File: config.mk
export PLATFORM = sky130hd
export DESIGN_NAME = flac_header_sequencer
export DESIGN_NICKNAME = d
export VERILOG_FILES = /design/src/rtl/flac_pkg.sv /design/src/rtl/flac_crc8.sv /design/src/rtl/flac_header_sequencer.sv
export SDC_FILE = /design/constraint.sdc
export NUM_CORES = 1
export LEC_CHECK = 0
export CORE_ASPECT_RATIO = 1.2
export CORE_MARGIN = 5
export CORE_UTILIZATION = 25
export CTS_CLUSTER_SIZE = 20
export DETAILED_ROUTE_END_ITERATION = 8
export SLEW_MARGIN = 30
export SYNTH_ARGS = -nofsm -noshare
export SYNTH_HDL_FRONTEND = slang
export SYNTH_SLANG_ARGS = --single-unit
File: constraint.sdc
create_clock -name iClock -period 6.8 [get_ports iClock]
set_clock_uncertainty 0.05 [all_clocks]
set_input_delay 1.36 -clock iClock [delete_from_list [all_inputs] [get_ports iClock]]
set_output_delay 1.36 -clock iClock [all_outputs]
set_load 0.02 [all_outputs]
File: src/rtl/flac_pkg.sv
// Shared FLAC header sequencer types, constants and UTF-8 frame number helpers.
package flac_pkg;

    typedef enum logic [3:0] {
        S_IDLE,
        S_SYNC0,
        S_SYNC1,
        S_BSSR,
        S_CHSS,
        S_FNUM,
        S_CRC8,
        S_CHPAR,
        S_SUBHDR,
        S_WARMUP,
        S_PRSH,
        S_COEF,
        S_NEXT,
        S_DONE
    } state_e;

    localparam logic [7:0]  CRC8_POLY  = 8'h07;
    localparam logic [15:0] SYNC_WORD  = 16'hFFF8;
    localparam logic [7:0]  FIXED0_HDR = 8'h10;
    localparam logic [5:0]  BYTE_LEN   = 6'd8;
    localparam logic [5:0]  PRSH_LEN   = 6'd9;

    function automatic logic [2:0] utf8_nbytes(input logic [30:0] n);
        if (n < 31'h80)             return 3'd1;
        else if (n < 31'h800)       return 3'd2;
        else if (n < 31'h1_0000)    return 3'd3;
        else if (n < 31'h20_0000)   return 3'd4;
        else if (n < 31'h400_0000)  return 3'd5;
        else                        return 3'd6;
    endfunction

    // Byte k of an nb-byte encoding; lead byte carries nb ones then a zero.
    function automatic logic [7:0] utf8_byte(input logic [30:0] n,
                                             input logic [2:0]  nb,
                                             input logic [2:0]  k);
        logic [30:0] t;
        logic [15:0] pre;
        int          sh;
        sh  = 6 * (int'(nb) - 1 - int'(k));
        t   = n >> sh;
        pre = 16'hFF00 >> nb;
        if (nb == 3'd1)
            return n[7:0];
        else if (k == 3'd0)
            return pre[7:0] | t[7:0];
        else
            return {2'b10, t[5:0]};
    endfunction

endpackage

File: src/rtl/flac_crc8.sv
// Byte-wide CRC-8 step (poly 0x07, MSB first) for the frame header bytes.
module flac_crc8
    import flac_pkg::*;
(
    input  logic [7:0] crc_in,
    input  logic [7:0] byte_in,
    output logic [7:0] crc_out
);

    logic [7:0] c;

    always_comb begin
        c = crc_in ^ byte_in;
        for (int b = 0; b < 8; b++) begin
            c = c[7] ? ((c << 1) ^ CRC8_POLY) : (c << 1);
        end
        crc_out = c;
    end

endmodule

File: src/rtl/flac_header_sequencer.sv
// FLAC frame header plus per-channel LPC/FIXED subframe header field sequencer.
module flac_header_sequencer
    import flac_pkg::*;
#(
    parameter int NCHAN     = 2,
    parameter int SAMPLE_W  = 16,
    parameter int MAX_ORDER = 32,
    parameter int COEF_W    = 15,
    parameter int FIELD_W   = 32
) (
    input  logic                iClock,
    input  logic                iReset,
    input  logic                iStart,
    input  logic [30:0]         iFrameNum,
    input  logic [3:0]          iBsCode,
    input  logic [3:0]          iSrCode,
    input  logic [3:0]          iChanAssign,
    input  logic [2:0]          iSsCode,
    input  logic                iChanValid,
    output logic                oChanReady,
    input  logic [5:0]          iOrder,
    input  logic [3:0]          iPrecision,
    input  logic [4:0]          iShift,
    input  logic [SAMPLE_W-1:0] iData,
    input  logic                iDataValid,
    output logic                oDataReady,
    output logic [FIELD_W-1:0]  oField,
    output logic [5:0]          oFieldLen,
    output logic                oFieldValid,
    input  logic                iFieldReady,
    output logic                oSubDone,
    output logic                oFrameDone,
    output logic                oError,
    output logic                oBusy
);

    localparam logic [5:0] MAXO   = 6'(MAX_ORDER);
    localparam logic [3:0] MAXP   = 4'(COEF_W);
    localparam logic [5:0] SW_LEN = 6'(SAMPLE_W);
    localparam logic [3:0] LASTCH = 4'(NCHAN - 1);
    localparam int         CW     = (COEF_W < SAMPLE_W) ? COEF_W : SAMPLE_W;

    state_e               state_q;
    logic [30:0]          fnum_q;
    logic [3:0]           bs_q, sr_q, ca_q;
    logic [2:0]           ss_q;
    logic [2:0]           nb_q, fidx_q;
    logic [7:0]           crc_q, crc_d;
    logic [5:0]           ord_q, sidx_q;
    logic [3:0]           prec_q;
    logic [4:0]           shift_q;
    logic [3:0]           chan_q;
    logic [FIELD_W-1:0]   field_q, field_d;
    logic [5:0]           len_q, len_d;
    logic                 fvalid_q, subdone_q, framedone_q, err_q, busy_q;

    logic                 ld, emit;
    logic [7:0]           hdr_byte, sub_hdr;
    logic [4:0]           m1;
    logic [8:0]           prsh;
    logic [FIELD_W-1:0]   coef_v;
    logic [5:0]           ord_c;
    logic [3:0]           prec_c;
    logic                 bad_par;

    // Output register is loadable when empty or being drained this cycle.
    assign ld = !fvalid_q || iFieldReady;

    assign oField      = field_q;
    assign oFieldLen   = len_q;
    assign oFieldValid = fvalid_q;
    assign oSubDone    = subdone_q;
    assign oFrameDone  = framedone_q;
    assign oError      = err_q;
    assign oBusy       = busy_q;
    assign oChanReady  = (state_q == S_CHPAR) && iChanValid;
    assign oDataReady  = iDataValid && ld &&
                         (state_q == S_WARMUP || state_q == S_COEF);

    assign ord_c   = (iOrder > MAXO) ? MAXO : iOrder;
    assign prec_c  = (iPrecision == 4'd0) ? 4'd1 :
                     (iPrecision > MAXP) ? MAXP : iPrecision;
    assign bad_par = (iOrder > MAXO) || (iPrecision == 4'd0);

    assign m1      = 5'(ord_q - 6'd1);
    assign sub_hdr = (ord_q == 6'd0) ? FIXED0_HDR : {2'b01, m1, 1'b0};
    assign prsh    = {prec_q - 4'd1, shift_q};

    always_comb begin
        coef_v = '0;
        for (int b = 0; b < CW; b++) begin
            if (b < int'(prec_q)) coef_v[b] = iData[b];
        end
    end

    always_comb begin
        case (state_q)
            S_SYNC0: hdr_byte = SYNC_WORD[15:8];
            S_SYNC1: hdr_byte = SYNC_WORD[7:0];
            S_BSSR:  hdr_byte = {bs_q, sr_q};
            S_CHSS:  hdr_byte = {ca_q, ss_q, 1'b0};
            S_FNUM:  hdr_byte = utf8_byte(fnum_q, nb_q, fidx_q);
            default: hdr_byte = 8'h00;
        endcase
    end

    flac_crc8 u_crc (
        .crc_in (crc_q),
        .byte_in(hdr_byte),
        .crc_out(crc_d)
    );

    always_comb begin
        emit    = 1'b0;
        field_d = '0;
        len_d   = BYTE_LEN;
        case (state_q)
            S_SYNC0, S_SYNC1, S_BSSR, S_CHSS, S_FNUM: begin
                emit    = ld;
                field_d = FIELD_W'(hdr_byte);
            end
            S_CRC8: begin
                emit    = ld;
                field_d = FIELD_W'(crc_q);
            end
            S_SUBHDR: begin
                emit    = ld;
                field_d = FIELD_W'(sub_hdr);
            end
            S_WARMUP: begin
                emit    = ld && iDataValid;
                field_d = FIELD_W'(iData);
                len_d   = SW_LEN;
            end
            S_PRSH: begin
                emit    = ld;
                field_d = FIELD_W'(prsh);
                len_d   = PRSH_LEN;
            end
            S_COEF: begin
                emit    = ld && iDataValid;
                field_d = coef_v;
                len_d   = {2'b00, prec_q};
            end
            default: ;
        endcase
    end

    always_ff @(posedge iClock) begin
        if (!iReset) begin
            state_q     <= S_IDLE;
            fnum_q      <= '0;
            bs_q        <= '0;
            sr_q        <= '0;
            ca_q        <= '0;
            ss_q        <= '0;
            nb_q        <= '0;
            fidx_q      <= '0;
            crc_q       <= '0;
            ord_q       <= '0;
            sidx_q      <= '0;
            prec_q      <= '0;
            shift_q     <= '0;
            chan_q      <= '0;
            field_q     <= '0;
            len_q       <= '0;
            fvalid_q    <= 1'b0;
            subdone_q   <= 1'b0;
            framedone_q <= 1'b0;
            err_q       <= 1'b0;
            busy_q      <= 1'b0;
        end else begin
            subdone_q   <= 1'b0;
            framedone_q <= 1'b0;
            err_q       <= 1'b0;
            if (emit) begin
                field_q  <= field_d;
                len_q    <= len_d;
                fvalid_q <= 1'b1;
            end else if (ld) begin
                fvalid_q <= 1'b0;
            end
            case (state_q)
                S_IDLE: begin
                    // A start coinciding with the done pulse waits a cycle.
                    if (iStart && !framedone_q) begin
                        fnum_q  <= iFrameNum;
                        nb_q    <= utf8_nbytes(iFrameNum);
                        bs_q    <= iBsCode;
                        sr_q    <= iSrCode;
                        ca_q    <= iChanAssign;
                        ss_q    <= iSsCode;
                        fidx_q  <= '0;
                        crc_q   <= '0;
                        chan_q  <= '0;
                        busy_q  <= 1'b1;
                        state_q <= S_SYNC0;
                    end
                end
                S_SYNC0: if (emit) begin
                    crc_q   <= crc_d;
                    state_q <= S_SYNC1;
                end
                S_SYNC1: if (emit) begin
                    crc_q   <= crc_d;
                    state_q <= S_BSSR;
                end
                S_BSSR: if (emit) begin
                    crc_q   <= crc_d;
                    state_q <= S_CHSS;
                end
                S_CHSS: if (emit) begin
                    crc_q   <= crc_d;
                    state_q <= S_FNUM;
                end
                S_FNUM: if (emit) begin
                    crc_q  <= crc_d;
                    fidx_q <= fidx_q + 3'd1;
                    if (fidx_q == nb_q - 3'd1) state_q <= S_CRC8;
                end
                S_CRC8: if (emit) state_q <= S_CHPAR;
                S_CHPAR: if (iChanValid) begin
                    ord_q   <= ord_c;
                    prec_q  <= prec_c;
                    shift_q <= iShift;
                    err_q   <= bad_par;
                    state_q <= S_SUBHDR;
                end
                S_SUBHDR: if (emit) begin
                    sidx_q <= '0;
                    if (ord_q == 6'd0) begin
                        subdone_q <= 1'b1;
                        state_q   <= S_NEXT;
                    end else begin
                        state_q <= S_WARMUP;
                    end
                end
                S_WARMUP: if (emit) begin
                    sidx_q <= sidx_q + 6'd1;
                    if (sidx_q == ord_q - 6'd1) begin
                        sidx_q  <= '0;
                        state_q <= S_PRSH;
                    end
                end
                S_PRSH: if (emit) state_q <= S_COEF;
                S_COEF: if (emit) begin
                    sidx_q <= sidx_q + 6'd1;
                    if (sidx_q == ord_q - 6'd1) begin
                        subdone_q <= 1'b1;
                        state_q   <= S_NEXT;
                    end
                end
                S_NEXT: begin
                    if (chan_q == LASTCH) begin
                        state_q <= S_DONE;
                    end else begin
                        chan_q  <= chan_q + 4'd1;
                        state_q <= S_CHPAR;
                    end
                end
                S_DONE: begin
                    framedone_q <= 1'b1;
                    busy_q      <= 1'b0;
                    state_q     <= S_IDLE;
                end
                default: state_q <= S_IDLE;
            endcase
        end
    end

endmodule
==> results of run 1 <==
## cells in the mapped netlist, types with 19 or more instances
| library cell | number | area (µm²) |
|---|---|---|
| clkbuf_1 | 55 | 206.5 |
| xor2_1 | 19 | 166.4 |
| nor2_1 | 65 | 244.0 |
| a21oi_1 | 108 | 540.5 |
| dfxtp_1 | 115 | 2302 |
| nand2_1 | 174 | 653.1 |
| nand3_1 | 26 | 130.1 |
| ha_1 | 25 | 312.8 |
| o21ai_0 | 39 | 195.2 |
| nor3_1 | 30 | 150.1 |
| inv_1 | 27 | 101.4 |
| mux2i_1 | 28 | 280.3 |
## worst max-delay path: stages (launching register included)
cell	delay [ns]
dfxtp_1	0.44
inv_1	0.07
ha_1	0.22
ha_1	0.27
inv_1	0.04
ha_1	0.32
a21oi_1	0.26
xor2_1	0.11
ha_1	0.32
inv_1	0.06
fa_1	1.05
mux2i_1	0.26
a32o_1	0.15
a211oi_1	0.05
o311ai_1	0.35
o2bb2ai_1	0.29
xnor3_1	0.45
xor2_1	0.21
nor3_1	0.08
a211o_1	0.27
## stage by stage
stage / cell area, µm² / utilization / hold slack, ns / instances / setup WS, ns
4_1_cts: 9388 / 0.3180 / 0.4059 / 1439 / 1.370
3_5_place_dp: 8792 / 0.2978 / 0.3966 / 1407 / 1.421
3_3_place_gp: 8792 / 0.2978 / 0.3920 / 1407 / 1.503
6_report: 9388 / 0.3180 / 0.4025 / 1439 / 1.353
2_1_floorplan: 7517 / - / 0.3812 / 980 / 1.956
5_1_grt: 9388 / 0.3180 / 0.4306 / 1439 / 0.9035
## routing by layer
layer / part of all wire / track usage / vias up
li1: - / - / 3507
met1: 0.46 / 0.1818 / 3377
met2: 0.47 / 0.2286 / 252
met3: 0.055 / 0.02612 / 26
met4: 0.017 / 0.04330 / 0
met5: 0 / 0 / -
## sequential cells by signal, indices dropped and copies added (netlist names), 5 cells and up
register   flops
crc_q          8
oFieldLen      5
ord_q          6
oField        16
sidx_q         6
fnum_q        31
shift_q        5
## final cells by class
type	instances	area, µm²
Clock buffer	17	425.4
Multi-Input combinational cell	751	4706
Fill cell	3160	20140
Tap cell	390	488.0
Timing Repair Buffer	121	1184
Clock inverter	15	170.2
Sequential cell	115	2302
Inverter	30	112.6
## how the worst min path moves through the flow
stage / start / to / depth (start not counted)
finish: oField[13] / oField[13] / 2
global route: shift_q[1] / shift_q[1] / 2
floorplan: bs_q[2] / bs_q[2] / 2
global placement: oField[9] / oField[9] / 2
CTS: sr_q[3] / sr_q[3] / 2
detailed placement: oField[13] / oField[13] / 2
## cell families (layout without fill, tap and decap cells)
| logic type | after synthesis | count (layout) | share of synthesized area |
|---|---|---|---|
| xor+xnor | 42 | 42 | 0.05889 |
| other cells | 1 | 17 | 0.0005029 |
| flops | 115 | 115 | 0.3087 |
| compound gates | 245 | 245 | 0.2099 |
| fa+ha+maj | 27 | 27 | 0.04732 |
| mux | 41 | 41 | 0.07232 |
| buf+inv | 114 | 183 | 0.06946 |
| simple gates | 379 | 379 | 0.2329 |
## report_power, final
group / leakage (nW) / switching [W] / internal (W)
Combinational: 2.12 / 0.00131 / 0.000876
Clock: 0.288 / 0.000367 / 0.000549
Sequential: 0.937 / 0.000101 / 0.000781
Total: 3.35 / 0.00177 / 0.00221
==> key figures, run 1 <==
Hold path
  – Hold Path Class: reg2reg

Clocking
  – Clk root buf: clkbuf_16
  – CTS Buffer Depth: 2
  – CTS hold repair buffers: 0
  – Worst-Skew Late Latency: approximately 0.43 ns
  – H-tree levels: 4
  – Post-CTS sizing: 0
  – Postcts setup bufs: 0
  – Inserted Clock Buffers: 17
  – Sink Count: 115
  – CTS tree: done
  – CTS clk-pin slew, worst paths: roughly 0.070 ns

Layout
  – Share of post-route cells with drive strength above 1: 0.07150
  – Commonest non-fill, non-tap cell in the layout: nand2_1
  – Most frequent cells in the layout: 173 x nand2_1, 115 x dfxtp_1, 110 x clkdlybuf4s50_1
  – Final Net Count: approximately 1,100
  – Ant. Diodes: 0
  – Syn-to-layout area delta: 25.89%

Global route
  – Antenna violations before repair: 0
  – Total gr overflow: 0
  – Largest net degree at the start of global routing: 69
  – GRT Util Overall: 0.1377
  – First-pass GRT wire length: 36,930 µm
  – Vias in the first global route: around 6,700

Synthesis
  – Post-synth EDFFs: 0
  – Syn. warnings: 0
  – Syn_area_per_cell: ~7.7 µm²
  – Post-Syn Instances: slightly below 1,000
  – Synth cell types: between 70 and 80
  – Sequential share of the synthesized area: 0.3087
  – Syn Std Cell Area: roughly 7500 µm²
  – Register bit total from synthesis: about 120
  – Top_reg_cell synth: dfxtp_1
  – Ys async rst share: 0

Critical path
  – Flop2flop setup slack: roughly 1.4 ns
  – WP data arrival: 5.71 ns
  – R2R cell count: 19
  – FF-to-FF End: crc_q[5]
  – CP Capture Type: flop
  – Critical path type: reg2reg
  – Crit-path max FO: 21
  – FF-to-FF Start: nb_q[0]
  – CP Launch Point: nb_q[0]
  – Crit path required time: about 7.1 ns
  – Worst Setup EP: crc_q[5]
  – Kind of start point of the critical path: flop

Timing
  – Fmax: between 0.15 and 0.2 GHz
  – Fin. Hold Viols: 0
  – Setup-failing EPs final: 0
  – Unrepaired setup endpoints after global routing: no
  – Least-Margin Pin Slew: a little over 0.9 ns
  – Total negative slack: 0 ns
  – Slew headroom: 0.3923
  – Final cycle utilization of the critical path: 0.8010
  – Slew Limit Fails: 0
  – Crit path time final: between 5 and 6 ns

Routing
  – Via count: a little over 7,000
  – DRC Markers: 0
  – WL/cell: roughly 16 µm
  – Vias/cell: around 5
  – Final wirelength: between 20,000 and 25,000 µm
  – DR iter-0 viols: between 600 and 700
  – Final ANT Viol Nets: 0
  – First-pass DRT Iterations: 5

Floorplan
  – Die area: 33,400 µm²
  – Initial core utilization: 0.2526
  – Row cnt: 69
  – IO Count: approximately 130
  – Die Wd: 167.7 µm
  – Core ar.: 29,530 µm²
  – Die Y: 199.2 µm

Flow run
  – Total of max-cap violations: 0

Placement
  – Port Buffers: 110
  – Routability Congestion: about 0.88
  – HPWL Detailed: approximately 18,000 µm

Power and ir drop
  – Final Total Pwr: 0.003980 W
  – Max IR drop VDD: about 0.00035 V
  – Leakage power: around 3.3 nW
  – Pwr dens: between 400 and 500 nW/µm²

Status
  – Status: finished clean
No activity file was read; power rests on OpenSTA's default activity.
==> run 2: changes to the inputs <==
==> constraint.sdc (replaced) <==
create_clock -name iClock -period 4.6 [get_ports iClock]
set_clock_uncertainty 0.05 [all_clocks]
set_input_delay 0.92 -clock iClock [delete_from_list [all_inputs] [get_ports iClock]]
set_output_delay 0.92 -clock iClock [all_outputs]
set_load 0.02 [all_outputs]
==> run 2 against run 1 <==
Effect of this change:
- utilization grew 2.2 points
- power grew 77%
- combinational power grew 96%
- highest routed layer unchanged
==> key figures, run 2 (same netlist as run 1, synthesis figures left out) <==
Status
  – Status: finished clean

Layout
  – Commonest non-fill, non-tap cell in the layout: nand2_1
  – Biggest register: fnum_q
  – FF/Latch Area: 2305 µm² (+0.11%)
  – # fillers: 3,097 (-2.0%)
  – Syn-to-layout area delta: 34.43%
  – Max FFs per register: 31 (unchanged)
  – Final instance area: 10,020 µm² (+6.8%)
  – Multi-input gate area: 4979 µm² (+5.8%)
  – Share of post-route cells with drive strength above 1: 0.1427 (+0.07123)
  – Most frequent cells in the layout: 171 x nand2_1, 113 x dfxtp_1, 110 x clkdlybuf4s50_1
  – Ant. Diodes: 0 (unchanged)
  – Final Net Count: 1,183 (+3.2%)

Placement
  – Port Buffers: 110 (unchanged)
  – Placed cell areas: 9079 µm² (+3.3%)
  – Routability Congestion: 0.8535 (-2.7%)
  – Dpl ws: -0.07709 ns (-1.498 ns)
  – HPWL Detailed: 18,430 µm (+5.2%)

Global route
  – GRT Util Overall: 0.1430 (+0.005320)
  – Antenna violations before repair: 0 (unchanged)
  – First-pass GRT wire length: 38,510 µm (+4.3%)
  – Total gr overflow: 0 (unchanged)
  – Vias in the first global route: 7,090 (+6.3%)
  – Largest net degree at the start of global routing: 60 (-13%)

Floorplan
  – Die Wd: 167.7 µm (unchanged)
  – Die area: 33,400 µm² (unchanged)
  – Row cnt: 69 (unchanged)
  – Initial core utilization: 0.2526 (unchanged)
  – IO Count: 128 (unchanged)
  – Core ar.: 29,530 µm² (unchanged)
  – Die Y: 199.2 µm (unchanged)

Critical path
  – FF-to-FF Start: nb_q[0]
  – CP Cell Sequence: inv_2, ha_4, inv_4, ha_4, a21o_1, a21oi_4, buf_4, xor2_2, ha_4, ha_4, a21oi_1, nand2_1, or3_4, a211o_1, o41a_1, o211ai_2, xnor3_1, xnor2_2, nor3_1, a211o_1
  – Critical path type: reg2reg
  – Most common cell on crit path: ha_4
  – WP data arrival: 4.78 ns (-0.93 ns)
  – CP Launch Point: nb_q[0]
  – Top delay family on crit path: compound AO/OA/AOI/OAI gates
  – Slowest CP cell: o41a_1
  – Worst Path Buf+Inv: 3 (unchanged)
  – Crit path required time: 4.86 ns (-2.21 ns)
  – Max incr delay on CP: 0.43 ns (-0.62 ns)
  – Kind of start point of the critical path: flop
  – Flop2flop setup slack: 0.07 ns (-1.28 ns)
  – Crit-path max FO: 5 (-76%)
  – CP Capture Type: flop

Timing
  – Slew headroom: 0.4727 (+0.08037)
  – Final cycle utilization of the critical path: 0.9840 (+0.1830)
  – Fin. Hold Viols: 0 (unchanged)
  – Unrepaired setup endpoints after global routing: yes
  – Least-Margin Pin Slew: 0.7898 ns (-0.1216 ns)
  – Slew Limit Fails: 0 (unchanged)
  – Setup-failing EPs final: 0 (unchanged)
  – Fmax: 0.2209 GHz (+20%)
  – Fin worst setup slack: 0.07344 ns (-1.280 ns)
  – Crit path time final: 4.527 ns (-0.9202 ns)

Routing
  – Final wirelength: 24,370 µm (+4.0%)
  – WL/cell: 16.51 µm (+1.4%)
  – First-pass DRT Iterations: 5 (unchanged)
  – Vias/cell: 4.914 (-1.3%)
  – DR iter-0 viols: 513 (-15%)
  – Via count: 7,253 (+1.3%)
  – DRC Markers: 0 (unchanged)
  – Final ANT Viol Nets: 0 (unchanged)

Clocking
  – CTS tree: done
  – Worst-Skew Late Latency: 0.42 ns (about the same)
  – Sink Count: 115 (unchanged)
  – CTS hold repair buffers: 0 (unchanged)
  – Inserted Clock Buffers: 17 (unchanged)
  – CTS Buffer Depth: 2 (unchanged)
  – Clk root buf: clkbuf_16
  – CTS clk-pin slew, worst paths: 0.06 ns (about the same)
  – H-tree levels: 4 (unchanged)

Flow run
  – Total of max-cap violations: 0 (unchanged)

Power and ir drop
  – Leakage power: 3.616 nW (+8.0%)
  – Pwr dens: 701.9 nW/µm² (+66%)
  – Max IR drop VDD: 0.0003095 V (-11%)

Hold path
  – Hold Path Origin: bs_q[2]
  – Hold Path Class: reg2reg
## run 2: changes by cell type in the layout (fill, tap and decap cells not counted), moves of 3 or more
cell,previous run,this run
inv_6,6,3
xor2_1,19,16
inv_1,27,21
buf_6,0,3
ha_4,0,7
inv_2,2,7
buf_4,11,43
xnor2_2,1,4
ha_1,25,16
xnor2_1,17,13
xor2_2,1,4
## run 2: metal layers
| metal | up-vias | global-route usage | share of wire |
|---|---|---|---|
| li1 | 3575 | - | - |
| met1 | 3430 | 0.1755 | 0.43 |
| met2 | 221 | 0.2492 | 0.49 |
| met3 | 27 | 0.03166 | 0.055 |
| met4 | 0 | 0.04750 | 0.023 |
| met5 | - | 0 | 0 |
## run 2: power breakdown
group	switching [W]	internal [W]	leakage (nW)
clock	0.000503	0.000927	0.307
combinational	0.00230	0.00198	2.37
sequential	0.000168	0.00115	0.938
total	0.00297	0.00406	3.62
## run 2: what timing repair did
| item | in CTS | in global routing |
|---|---|---|
| buffers inserted | 2 | 7 |
| resized for setup | 6 | 38 |
| pin swaps | 4 | 31 |
| endpoints found under the setup margin | 4 | 8 |
## run 2: final timing paths
path              endpoint  cells after the start
hold / removal     bs_q[2]                      2
setup reg to reg  crc_q[3]                     20
hold reg to reg    bs_q[2]                      2
setup / recovery  crc_q[3]                     20
## run 2: worst min-delay path, delay by kind of cell (launching register included)
kind	cells	cell delay [ns]
flip-flops	1	0.30
AO/OA/AOI/OAI	1	0.05
AND/OR/NAND/NOR	1	0.05
## run 2: layout make-up
| class | count | share of cell area |
|---|---|---|
| well taps | 390 | 0.04868 |
| repair buffers | 158 | 0.1494 |
| multi-input cells | 751 | 0.4966 |
| clock buffers | 18 | 0.04381 |
| inverters | 30 | 0.01148 |
| flip-flops and latches | 115 | 0.2299 |
| clock inverters | 14 | 0.02009 |
## run 2: stage by stage
stage	utilization	TNS (ns)	hold slack (ns)	power, W	cells
after global routing	0.3395	-0.3588	0.4259	0.007459	1476
after global placement	0.3075	-0.01174	0.3891	0.004986	1435
after floorplan	-	0	0.3812	0.003876	980
after detailed placement	0.3075	-0.1632	0.3977	0.004996	1435
after CTS	0.3310	0	0.4055	0.006556	1469
final	0.3395	0	0.4024	0.007036	1476
